$ cat config.mk
export PLATFORM = sky130hd
export DESIGN_NAME = fifo2frm_nmap
export DESIGN_NICKNAME = d
export VERILOG_FILES = /design/src/rtl/fifo2frm_nmap.sv
export SDC_FILE = /design/constraint.sdc
export NUM_CORES = 1
export LEC_CHECK = 0
export BUFFER_PORTS_ARGS = -buffer_cell sky130_fd_sc_hd__buf_2
export CAP_MARGIN = 10
export CORE_UTILIZATION = 60
export CTS_BUF_LIST = sky130_fd_sc_hd__clkbuf_4 sky130_fd_sc_hd__clkbuf_8
export DETAILED_ROUTE_END_ITERATION = 6
export PLACE_DENSITY = 0.91
export SETUP_SLACK_MARGIN = 0.05
export SLEW_MARGIN = 0
export SYNTH_ARGS = -nofsm -noshare
export SYNTH_HDL_FRONTEND = slang
export SYNTH_SLANG_ARGS = --single-unit
$ cat constraint.sdc
create_clock -name i_clk -period 15.65 [get_ports i_clk]
set_input_delay 1.565 -clock i_clk [delete_from_list [all_inputs] [get_ports i_clk]]
set_output_delay 1.565 -clock i_clk [all_outputs]
set_load 0.03 [all_outputs]
$ cat src/rtl/fifo2frm_nmap.sv
// ---------------------------------------------------------------------------
// fifo2frm_nmap
// Pops NUM_CH channel FIFOs in lockstep, unpacks PIX_W-bit pixels LSB-first
// from each FIFO word and emits one NUM_CH-wide pixel per accepted handshake,
// with sof/sol/eol/eof framing.
//
// Ports
//   i_clk, i_rst        clock, synchronous active-high reset
//   i_fifo_empty        per-channel FIFO empty
//   i_fifo_popdata      channel c at [c*FDW +: FDW], valid one clock after pop
//   i_cfg_blk_en        block enable; rising edge starts a frame, low aborts
//   i_cfg_map_en        per-channel enable
//   i_cfg_img_width     pixels per line (>=1)
//   i_cfg_img_height    lines per frame (>=1)
//   i_frm_rdy           downstream ready
//   o_fifo_pop          single-cycle pop strobes
//   o_frm_val           pixel valid
//   o_frm_data          channel c at [c*PIX_W +: PIX_W], 0 for disabled maps
//   o_frm_sof/sol       first pixel of frame / line
//   o_frm_eol/eof       last pixel of line / frame
//   o_sts_frm_done      frame transferred; sticky until next start or disable
//
// state  | meaning
// S_IDLE | waiting for a start edge
// S_RUN  | popping words and streaming pixels
// S_DONE | eof pixel accepted, holding done status
// ---------------------------------------------------------------------------
module fifo2frm_nmap #(
    parameter int FIFO_DATA_WIDTH = 64,
    parameter int NUM_CH          = 3,
    parameter int PIX_W           = 8,
    parameter int DIM_W           = 11
) (
    input  logic                              i_clk,
    input  logic                              i_rst,
    input  logic [NUM_CH-1:0]                 i_fifo_empty,
    input  logic [NUM_CH*FIFO_DATA_WIDTH-1:0] i_fifo_popdata,
    input  logic                              i_cfg_blk_en,
    input  logic [NUM_CH-1:0]                 i_cfg_map_en,
    input  logic [DIM_W-1:0]                  i_cfg_img_width,
    input  logic [DIM_W-1:0]                  i_cfg_img_height,
    input  logic                              i_frm_rdy,
    output logic [NUM_CH-1:0]                 o_fifo_pop,
    output logic                              o_frm_val,
    output logic [NUM_CH*PIX_W-1:0]           o_frm_data,
    output logic                              o_frm_sof,
    output logic                              o_frm_sol,
    output logic                              o_frm_eol,
    output logic                              o_frm_eof,
    output logic                              o_sts_frm_done
);

    localparam int FDW   = FIFO_DATA_WIDTH;
    localparam int PPW   = FDW / PIX_W;
    localparam int CNT_W = $clog2(PPW + 1);
    localparam int WC_W  = 2 * DIM_W;
    localparam logic [CNT_W-1:0] PPW_C = CNT_W'(PPW);

    typedef enum logic [1:0] {S_IDLE, S_RUN, S_DONE} state_t;

    state_t                   r_state;
    logic                     r_blk_en_d;
    logic [NUM_CH-1:0]        r_en_m;
    logic [DIM_W-1:0]         r_width;
    logic [DIM_W-1:0]         r_height;
    logic [DIM_W-1:0]         r_pix_cnt;
    logic [DIM_W-1:0]         r_line_cnt;
    logic [WC_W-1:0]          r_words_tot;
    logic [WC_W-1:0]          r_words_pop;
    logic [NUM_CH-1:0]        r_pop;
    logic                     r_dv;
    logic [NUM_CH*FDW-1:0]    r_sr;
    logic [CNT_W-1:0]         r_sr_cnt;
    logic [NUM_CH*FDW-1:0]    r_buf;
    logic                     r_buf_v;
    logic                     r_done;

    logic                     w_start;
    logic                     w_val;
    logic                     w_acc;
    logic                     w_sol;
    logic                     w_eol;
    logic                     w_sof;
    logic                     w_eof;
    logic                     w_eof_acc;
    logic                     w_fifo_ok;
    logic                     w_pop;
    logic [WC_W-1:0]          w_words_tot;
    logic [NUM_CH*FDW-1:0]    w_sr_nxt;
    logic [CNT_W-1:0]         w_cnt_nxt;
    logic [NUM_CH*FDW-1:0]    w_buf_nxt;
    logic                     w_buf_v_nxt;

    assign w_start   = i_cfg_blk_en & ~r_blk_en_d & (|i_cfg_map_en);
    assign w_val     = (r_sr_cnt != '0);
    assign w_acc     = w_val & i_frm_rdy;
    assign w_sol     = (r_pix_cnt == '0);
    assign w_eol     = (r_pix_cnt == r_width - 1'b1);
    assign w_sof     = w_sol & (r_line_cnt == '0);
    assign w_eof     = w_eol & (r_line_cnt == r_height - 1'b1);
    assign w_eof_acc = w_acc & w_eof;

    // Words needed to cover W*H pixels; the tail of the last word is dropped at eof.
    assign w_words_tot = (WC_W'(i_cfg_img_width) * WC_W'(i_cfg_img_height) + WC_W'(PPW - 1))
                         / WC_W'(PPW);

    // Shift register drains one pixel per accept; refills from BUF or the
    // arriving word in the same clock it empties so output has no bubble.
    always_comb begin
        w_sr_nxt    = r_sr;
        w_cnt_nxt   = r_sr_cnt;
        w_buf_nxt   = r_buf;
        w_buf_v_nxt = r_buf_v;
        if (w_acc) begin
            for (int c = 0; c < NUM_CH; c++) begin
                w_sr_nxt[c*FDW +: FDW] = r_sr[c*FDW +: FDW] >> PIX_W;
            end
            w_cnt_nxt = r_sr_cnt - 1'b1;
        end
        if (w_cnt_nxt == '0) begin
            if (r_buf_v) begin
                w_sr_nxt    = r_buf;
                w_cnt_nxt   = PPW_C;
                w_buf_v_nxt = r_dv;
                if (r_dv) begin
                    w_buf_nxt = i_fifo_popdata;
                end
            end else if (r_dv) begin
                w_sr_nxt  = i_fifo_popdata;
                w_cnt_nxt = PPW_C;
            end
        end else if (r_dv) begin
            w_buf_nxt   = i_fifo_popdata;
            w_buf_v_nxt = 1'b1;
        end
        if (w_eof_acc) begin
            w_cnt_nxt   = '0;
            w_buf_v_nxt = 1'b0;
        end
    end

    // Pop only when the word can land two clocks later: nothing in flight
    // and BUF empty after this edge, so SR or BUF is guaranteed free.
    assign w_fifo_ok = &(~i_fifo_empty | ~r_en_m);
    assign w_pop     = (r_state == S_RUN) & i_cfg_blk_en & w_fifo_ok & ~(|r_pop)
                       & ~w_buf_v_nxt & (r_words_pop < r_words_tot);

    always_ff @(posedge i_clk) begin
        if (i_rst) begin
            r_state     <= S_IDLE;
            r_blk_en_d  <= 1'b0;
            r_en_m      <= '0;
            r_width     <= '0;
            r_height    <= '0;
            r_words_tot <= '0;
            r_words_pop <= '0;
            r_pop       <= '0;
            r_dv        <= 1'b0;
            r_sr        <= '0;
            r_sr_cnt    <= '0;
            r_buf       <= '0;
            r_buf_v     <= 1'b0;
            r_pix_cnt   <= '0;
            r_line_cnt  <= '0;
            r_done      <= 1'b0;
        end else begin
            r_blk_en_d <= i_cfg_blk_en;
            if (!i_cfg_blk_en) begin
                r_state     <= S_IDLE;
                r_pop       <= '0;
                r_dv        <= 1'b0;
                r_sr_cnt    <= '0;
                r_buf_v     <= 1'b0;
                r_pix_cnt   <= '0;
                r_line_cnt  <= '0;
                r_words_pop <= '0;
                r_done      <= 1'b0;
            end else if (w_start) begin
                r_state     <= S_RUN;
                r_en_m      <= i_cfg_map_en;
                r_width     <= i_cfg_img_width;
                r_height    <= i_cfg_img_height;
                r_words_tot <= w_words_tot;
                r_words_pop <= '0;
                r_pop       <= '0;
                r_dv        <= 1'b0;
                r_sr_cnt    <= '0;
                r_buf_v     <= 1'b0;
                r_pix_cnt   <= '0;
                r_line_cnt  <= '0;
                r_done      <= 1'b0;
            end else begin
                r_pop    <= w_pop ? r_en_m : '0;
                r_dv     <= |r_pop;
                r_sr     <= w_sr_nxt;
                r_sr_cnt <= w_cnt_nxt;
                r_buf    <= w_buf_nxt;
                r_buf_v  <= w_buf_v_nxt;
                if (w_pop) begin
                    r_words_pop <= r_words_pop + 1'b1;
                end
                if (w_acc) begin
                    if (w_eol) begin
                        r_pix_cnt  <= '0;
                        r_line_cnt <= w_eof ? '0 : r_line_cnt + 1'b1;
                    end else begin
                        r_pix_cnt <= r_pix_cnt + 1'b1;
                    end
                end
                if (w_eof_acc) begin
                    r_state <= S_DONE;
                    r_done  <= 1'b1;
                end
            end
        end
    end

    always_comb begin
        o_frm_data = '0;
        for (int c = 0; c < NUM_CH; c++) begin
            if (w_val && r_en_m[c]) begin
                o_frm_data[c*PIX_W +: PIX_W] = r_sr[c*FDW +: PIX_W];
            end
        end
    end

    assign o_fifo_pop     = r_pop;
    assign o_frm_val      = w_val;
    assign o_frm_sof      = w_val & w_sof;
    assign o_frm_sol      = w_val & w_sol;
    assign o_frm_eol      = w_val & w_eol;
    assign o_frm_eof      = w_val & w_eof;
    assign o_sts_frm_done = r_done;

endmodule

After elaboration in Yosys (flattened, before gate mapping)
Cells that the tools add are included.

operators by class
  add/subtract/negate cells = 7
  multiply operators = 1
  $lt $le $gt $ge = 1
  equality and inequality tests = 4
  muxes and demuxes = 22
  bitwise gates (word level) = 24
  reduce and logical (&&, ||, !) cells = 19

operators with widths
  kind                     count
  $mux W192                7
  $mux W8                  3
  $add A11 B1 Y11 const B  2
  $add A22 B1 Y22 const B  1
  $add A22 B3 Y22 const B  1
  $eq A11 B11 Y1           2
  $logic_not A11 Y1        2
  $lt A22 B19 Y1           1
  $mul A11 B11 Y22         1
  $mux W11                 2
  $sub A11 B1 Y11 const B  2
  $mux W4                  4
  $and A1 B1 Y1            15
  $reduce_or A3 Y1         3
  $reduce_or A4 Y1         2
  $mux W1                  6
  $not A1 Y1               6
  $not A3 Y3               2
  $reduce_and A2 Y1        3
  $reduce_and A3 Y1        2
  $logic_not A4 Y1         1
  $reduce_bool A4 Y1       1
  $sub A4 B1 Y4 const B    1
  $logic_and A1 B1 Y1      3
  other kinds (5)          5

word-level totals
  flip-flop bits (word level) = 484
  input bits = 224
  output and inout port bits = 33

Depth between registers and ports, before layout
Gate-level depths: netlist of run 1.

  word-level depth = 11
  mapped depth = 21
  depth with buffers taken out = 20

Worst setup path before layout of run 1
OpenSTA, ideal clock, no wires.

  path kind = in2reg
  start = input port i_cfg_img_height[2]
  end = register r_words_tot[18]
  arrival = 6.417 ns
  required time = 15.521 ns
  path slack = 9.103 ns
  stages = 19
  buffers on the path = 1
  path through = clkbuf_1 nand2_1 fa_1 inv_1 fa_1 fa_1 fa_1 inv_1 fa_1 inv_1 ha_1 a21o_1 a21o_1 or3_1 o221a_2 a211o_1 a31oi_1 xnor2_1 o31ai_1

on the way
  cells in the longest elaborated chain, start to end = 2

ends and longest elaborated chain
  element                 RTL line  source
  start: declaration      41        input logic [DIM_W-1:0] i_cfg_img_height,
  $mul A11 B11 Y22        104       assign w_words_tot = (WC_W'(i_cfg_img_width) * WC_W'(i_cfg_img_height) + WC_W'(PPW - 1))
  $add A22 B3 Y22         104
  end signal: assignment  183       r_words_tot <= w_words_tot;
  end: declaration        68        logic [WC_W-1:0] r_words_tot;

Every way passes these cells.
A chain may end at the register's enable or synchronous reset.

Worst setup path after layout of run 1
  start = input port i_cfg_img_width[7]
  end = register r_words_tot[16]

on the way
  cells in the longest elaborated chain, start to end = 2

ends and longest elaborated chain
  element             RTL line  source
  start: declaration  40        input logic [DIM_W-1:0] i_cfg_img_width,
  $mul A11 B11 Y22    104
  $add A22 B3 Y22     104

Every way passes these cells.

==> metrics.csv, run 1 <==
metric,value,unit
setup ws final,9.44,ns
DR WL met3,5.02,mm
top-count cell post-synth,nand2_1,
Pint,2.25,mW
Total GRT Usage,30.9,%
vias,25200,
# fillers,3560,
RSZ-0062 raised after global routing,false,
hold violation total from the final report,0,
Clock Path Buffers,3,
Mapped Nets,4047,
Die Ht,213,um
skew final,0.0203,ns
clock root buffer,clkbuf_8,
Hold Path Depth,2,
WL met2,33.7,mm
Tmin final,6.21,ns
final setup fails,0,
global-route wire length before repair,115,mm
PortBufs,256,
post-synth top area share,36.4,%
post-DP HPWL,44.8,mm
max-cap violations,0,
Worst R2R Path Depth,12,
die width,213,um
H-tree levels,3,
Critical Path Source,i_cfg_img_width[7],
Logic pwr share,23.8,%
die outline area,45200,um2
share of layout cells above drive strength 1,11.6,%
vias in the first global route,23400,
sequential element share of the synthesized area,36.4,%
"top cells by area, synth","dfxtp_1 (36%), nand2_1 (13%), a21oi_1 (8.0%)",
Seq pwr share,39.6,%
synthesized instance count,3657,
initial antenna violation count,12,
total gr overflow,0,
Pwr Density,109,nW/um2
post-synthesis register bit count,484,
Sw Ratio,29.7,%
Post-synth EDFFs,0,
"Clk pin slew, worst setup/hold paths",0.06,ns
syn avg cell area,7.28,um2
TritonCTS clock tree,built,
Core Region,43400,um2
placed insts,4231,
Post-Syn Area,26600,um2
Worst Path Arrival,6.69,ns
max layer used,met5,
"Slew Viols, Final",0,
R2R Setup Slk,10.18,ns
largest net degree at the start of global routing,236,
clock power share,36.5,%
hold slack,0.453,ns
Layout Nets,4117,
Synth area leader,dfxtp_1,
DR iter-0 viols,2520,
P&R area growth vs syn,10.7,%
Post-CTS Hold Fix Bufs,0,
clock latency on the worst-skew pair,0.65,ns
period utilization,39.7,%
total CTS buffers,79,
"Cell Count, Final, Fillers Out",4371,
Worst Tran Pin Value,1.23,ns
Tot Pwr,3.20,mW
count of different cell masters after synthesis,66,
R2R Path End,r_buf[30],
router iterations before antenna repair,7,
status,"complete, but fails checks",
Max transition margin,17.9,%
Starting Density,61.4,%
DR vias/cell,5.76,
worst slack at placement,8.86,ns
commonest cells in the netlist,"nand2_1 (951), dfxtp_1 (484), a21oi_1 (424)",
# rows,76,
synthesis warning total,0,
drt drc,1,
Routability Congestion,0.880,
Fmax,161,MHz
Met1 Routed Length,29.9,mm
VDD IR max,110,uV
Post CTS Setup Buffer Count,0,
critical hold path startpoint,r_buf[179],
required time of the worst setup path,16.13,ns
Psw,0.949,mW
post-route ant nets,0,
ys async rst share,0,%
CP Class,in2reg,
setup TNS,0,ns
WL/cell,16.2,um
Critical Path Start Type,primary input,
Post-Route WL,70.7,mm
Hold Crit Class,reg2reg,
"Primary FF master, synth",dfxtp_1,
Crit. End Element,flip-flop,
R2R Path Start,r_sr_cnt[0],
failing checks,design-rule violations,
P_leak,11.7,nW
worst hold endpoint,r_buf[179],
CTS resizes,0,
clock sink total,484,
io pins,257,
Crit Path Max Fanout,12,
-- worst max-delay path by stage --
| stage | slack (ns) | end |
|---|---|---|
| global route | 9.27 | r_words_tot[16] |
| floorplan | 9.10 | r_words_tot[18] |
| finish | 9.44 | r_words_tot[16] |
| CTS | 9.52 | r_words_tot[16] |
| global placement | 8.90 | r_words_tot[16] |
| detailed placement | 8.86 | r_words_tot[16] |
-- worst max-delay path: stages --
cell and delay, ns:
buf_2 0.24, nand2_1 0.12, fa_1 0.54, inv_1 0.05, fa_1 0.56, fa_1 0.43, fa_1 0.52, inv_1 0.06
fa_1 0.49, inv_1 0.05, ha_1 0.32, a21o_1 0.17, a21o_1 0.20, or3_1 0.34, o221a_2 0.28, a211o_1 0.29
a21oi_1 0.19, or4_1 0.13, o311ai_0 0.11
-- kinds of logic (layout without fill, tap and decap cells) --
| logic type | Yosys count | in the layout | synth area share [%] |
|---|---|---|---|
| fa+ha+maj | 166 | 166 | 10.1 |
| simple gates | 1605 | 1605 | 25.2 |
| buf+inv | 432 | 553 | 6.18 |
| flops | 484 | 484 | 36.4 |
| mux | 19 | 19 | 0.715 |
| other cells | 0 | 8 | 0 |
| compound gates | 898 | 898 | 19.6 |
| xor+xnor | 53 | 53 | 1.74 |
-- through the flow --
step                      instance area (um2)  util [%]
after floorplan                         26600         -
after CTS                               29400      67.9
after detailed placement                27800      64.0
after global routing                    29500      67.9
after global placement                  27800      64.0
final                                   29500      67.9
-- power by group through the flow --
stage	Combinational, mW	Sequential [mW]	Clock [mW]
2_1_floorplan	0.555	1.29	0
3_3_place_gp	0.720	1.29	0
3_5_place_dp	0.743	1.29	0
4_1_cts	0.757	1.27	1.18
5_1_grt	0.856	1.27	1.24
6_report	0.761	1.27	1.17
-- flip-flops by register name (all words and copies together) (netlist names) --
register,flops
r_buf_v,1
r_en_m,3
o_sts_frm_done,1
r_height,11
r_buf,192
r_pix_cnt,11
r_width,11
r_sr,192
r_words_pop,22
r_blk_en_d,1
r_state,1
r_dv,1
r_words_tot,19
r_line_cnt,11
r_sr_cnt,4
o_fifo_pop,3
-- placed cells by master (no fill, tap or decap), types with 32 or more instances in the layout --
master / synthesis / final
nand2_1: 951 / 951
dfxtp_1: 484 / 482
a21oi_1: 424 / 424
nor2_1: 397 / 397
buf_2: 15 / 255
o21ai_0: 213 / 213
a22oi_1: 178 / 178
inv_1: 141 / 141
clkbuf_8: 0 / 103
ha_1: 84 / 84
fa_1: 82 / 82
and2_1: 66 / 65
and3_1: 39 / 39
xor2_1: 33 / 33
nor3_1: 32 / 32
-- area by class of cell --
type                    instances  area (um2)  share of cell area, %
diodes                          8        20.0                 0.0680
clock buffers                 126        1590                   5.40
clock inverters                 6        86.3                  0.293
inverters                     141         529                   1.80
multi-input cells            2741       15300                   52.0
flip-flops and latches        484        9700                   32.9
well taps                     585         732                   2.48
repair buffers                280        1480                   5.04
-- metal layers --
layer	track usage, %	vias to the layer above
li1	-	12300
met1	40.3	11800
met2	50.9	987
met3	5.67	163
met4	11.5	12
met5	0	-
No activity file was read; power rests on OpenSTA's default activity.
==> inputs of run 2 (changes only) <==
==> constraint.sdc (replaced) <==
create_clock -name i_clk -period 6.34 [get_ports i_clk]
set_input_delay 0.634 -clock i_clk [delete_from_list [all_inputs] [get_ports i_clk]]
set_output_delay 0.634 -clock i_clk [all_outputs]
set_load 0.03 [all_outputs]
==> run 2 against run 1 <==
The run now ends clean. First-iteration DRC count rose by 7.2%. Utilization grew 0.29 points. Worst hold slack worse by 0.24 ns. Critical path depth unchanged. Combinational power up 150%. Via count increased by 0.65%. Clock power increased to 2.6 times the previous value. Final cell count up 0.18%. Critical path type unchanged.
==> metrics.csv, run 2 (same netlist as run 1, synthesis figures left out) <==
metric,value,unit,change
max-cap violations,0,,unchanged
VDD IR max,292,uV,+170%
most frequent cells in the layout,"nand2_1 (951), dfxtp_1 (482), a21oi_1 (424)",,
router iterations before antenna repair,7,,unchanged
Worst Path Arrival,5.78,ns,-0.91 ns
R2R Path Start,r_sr_cnt[0],,
largest net degree at the start of global routing,231,,-2.1%
Critical Path Start Type,primary input,,
CP max stage delay,0.56,ns,about the same
share of layout cells above drive strength 1,11.8,%,+0.23 points
"Slew Viols, Final",0,,unchanged
Pwr Density,271,nW/um2,+150%
die width,213,um,unchanged
cell mode on critical path,fa_1,,
PortBufs,256,,unchanged
Tmin final,5.27,ns,
P&R area growth vs syn,11.2,%,
Post-Route WL,71.2,mm,+0.74%
CP Buf/Inv Count,4,,unchanged
DR vias/cell,5.79,,+0.46%
drt drc,0,,-1
global-route wire length before repair,115,mm,+0.31%
post-route ant nets,0,,unchanged
Clock Path Buffers,3,,unchanged
# rows,76,,unchanged
slowest library cell on the worst path,fa_1,,
Max transition margin,23.9,%,+6.0 points
setup TNS,0,ns,unchanged
hold violation total from the final report,0,,unchanged
worst slack at placement,0.481,ns,-8.37 ns
Crit Path Max Fanout,12,,unchanged
Starting Density,61.4,%,unchanged
critical hold path startpoint,i_fifo_popdata[126],,
initial antenna violation count,8,,-4
vias,25400,,+0.65%
clock root buffer,clkbuf_8,,
period utilization,83.2,%,
io pins,257,,unchanged
total CTS buffers,81,,+2.5%
Critical Path Source,i_cfg_img_width[7],,
die outline area,45200,um2,unchanged
clock sink total,484,,unchanged
Crit. End Element,flip-flop,,
Post-CTS Hold Fix Bufs,0,,unchanged
"Cell Chain, Critical Path",buf_2 -> nand2_1 -> fa_1 -> inv_1 -> fa_1 -> fa_1 -> fa_1 -> inv_1 -> fa_1 -> inv_1 -> ha_1 -> a21o_1 -> a21o_1 -> or3_1 -> o221a_2 -> a211o_1 -> a21oi_1 -> or4_1 -> o311ai_0,,
CP Class,in2reg,,
Routability Congestion,0.880,,about the same
vias in the first global route,23400,,-0.0043%
RSZ-0062 raised after global routing,false,,
Die Ht,213,um,unchanged
clock latency on the worst-skew pair,0.67,ns,+0.02 ns
TritonCTS clock tree,built,,
total gr overflow,0,,unchanged
DR iter-0 viols,2702,,+7.2%
CP top delay family,adder cells,,
post-DP HPWL,44.7,mm,-0.21%
skew final,0.0303,ns,+0.0100 ns
CTS resizes,0,,unchanged
Total GRT Usage,31.1,%,+0.23 points
Core Region,43400,um2,unchanged
"commonest non-fill, non-tap cell in the layout",nand2_1,,
setup ws final,1.07,ns,-8.38 ns
status,"complete, no violations",,
WL/cell,16.3,um,+0.56%
Hold Crit Class,in2reg,,
required time of the worst setup path,6.85,ns,-9.28 ns
Layout Nets,4118,,+0.024%
H-tree levels,3,,unchanged
"Clk pin slew, worst setup/hold paths",0.06,ns,about the same
Worst Tran Pin Value,1.14,ns,-0.0848 ns
Fmax,190,MHz,
Top Registers,"r_buf x192, r_sr x192, r_words_pop x22",,
Post CTS Setup Buffer Count,0,,unchanged
final setup fails,0,,unchanged
P_leak,11.7,nW,+0.54%
-- run 2: cell types whose count changed in the layout (fill, tap and decap cells not counted), sizes merged --
cell / change
diode: -2
clkbuf: +5
buf: -1
clkinvlp: +1
clkinv: +5
-- run 2: worst min-delay path, cell delays in order --
cell and delay [ns]:
buf_2 0.11, nand2_1 0.05, a21oi_1 0.05
-- run 2: worst paths after layout --
check,endpoint,slack [ns],cells past startpoint
hold reg to reg,r_buf[153],0.45,2
setup reg to reg,r_sr[5],1.85,12
setup / recovery,r_words_tot[16],1.07,19
hold / removal,r_buf[126],0.21,3
-- run 2: power by group --
part,total (mW),internal [mW],switching (mW)
registers,3.13,3.09,0.0383
clock network,2.99,1.72,1.27
logic,1.90,0.801,1.10
total,8.02,5.61,2.41
-- run 2: final cells by class --
| cell class | count | area [um2] |
|---|---|---|
| diodes | 6 | 15.0 |
| clock buffers | 131 | 1650 |
| clock inverters | 12 | 116 |
| fillers | 3578 | 13800 |
| inverters | 141 | 529 |
| multi-input cells | 2741 | 15300 |
| flip-flops and latches | 484 | 9700 |
| well taps | 585 | 732 |
| repair buffers | 279 | 1530 |
-- run 2: per-layer routing --
metal / GRT usage [%] / vias up / share of wire [%]
met1: 40.3 / 11900 / 42
met2: 51.2 / 995 / 47
met5: 0 / - / 0.076
li1: - / 12300 / -
met3: 5.70 / 160 / 7.0
met4: 12.6 / 8 / 3.4
-- run 2: through the flow --
| stage | cell area [um2] | instances | hold WS [ns] | utilization, % | power [mW] |
|---|---|---|---|---|---|
| floorplan | 26600 | 3657 | 0.425 | - | 4.55 |
| global placement | 27800 | 4230 | 0.442 | 64.1 | 4.97 |
| detailed placement | 27800 | 4230 | 0.447 | 64.1 | 5.02 |
| CTS | 29600 | 4373 | 0.178 | 68.2 | 8.01 |
| global route | 29600 | 4377 | 0.197 | 68.2 | 8.42 |
| finish | 29600 | 4379 | 0.212 | 68.2 | 8.02 |
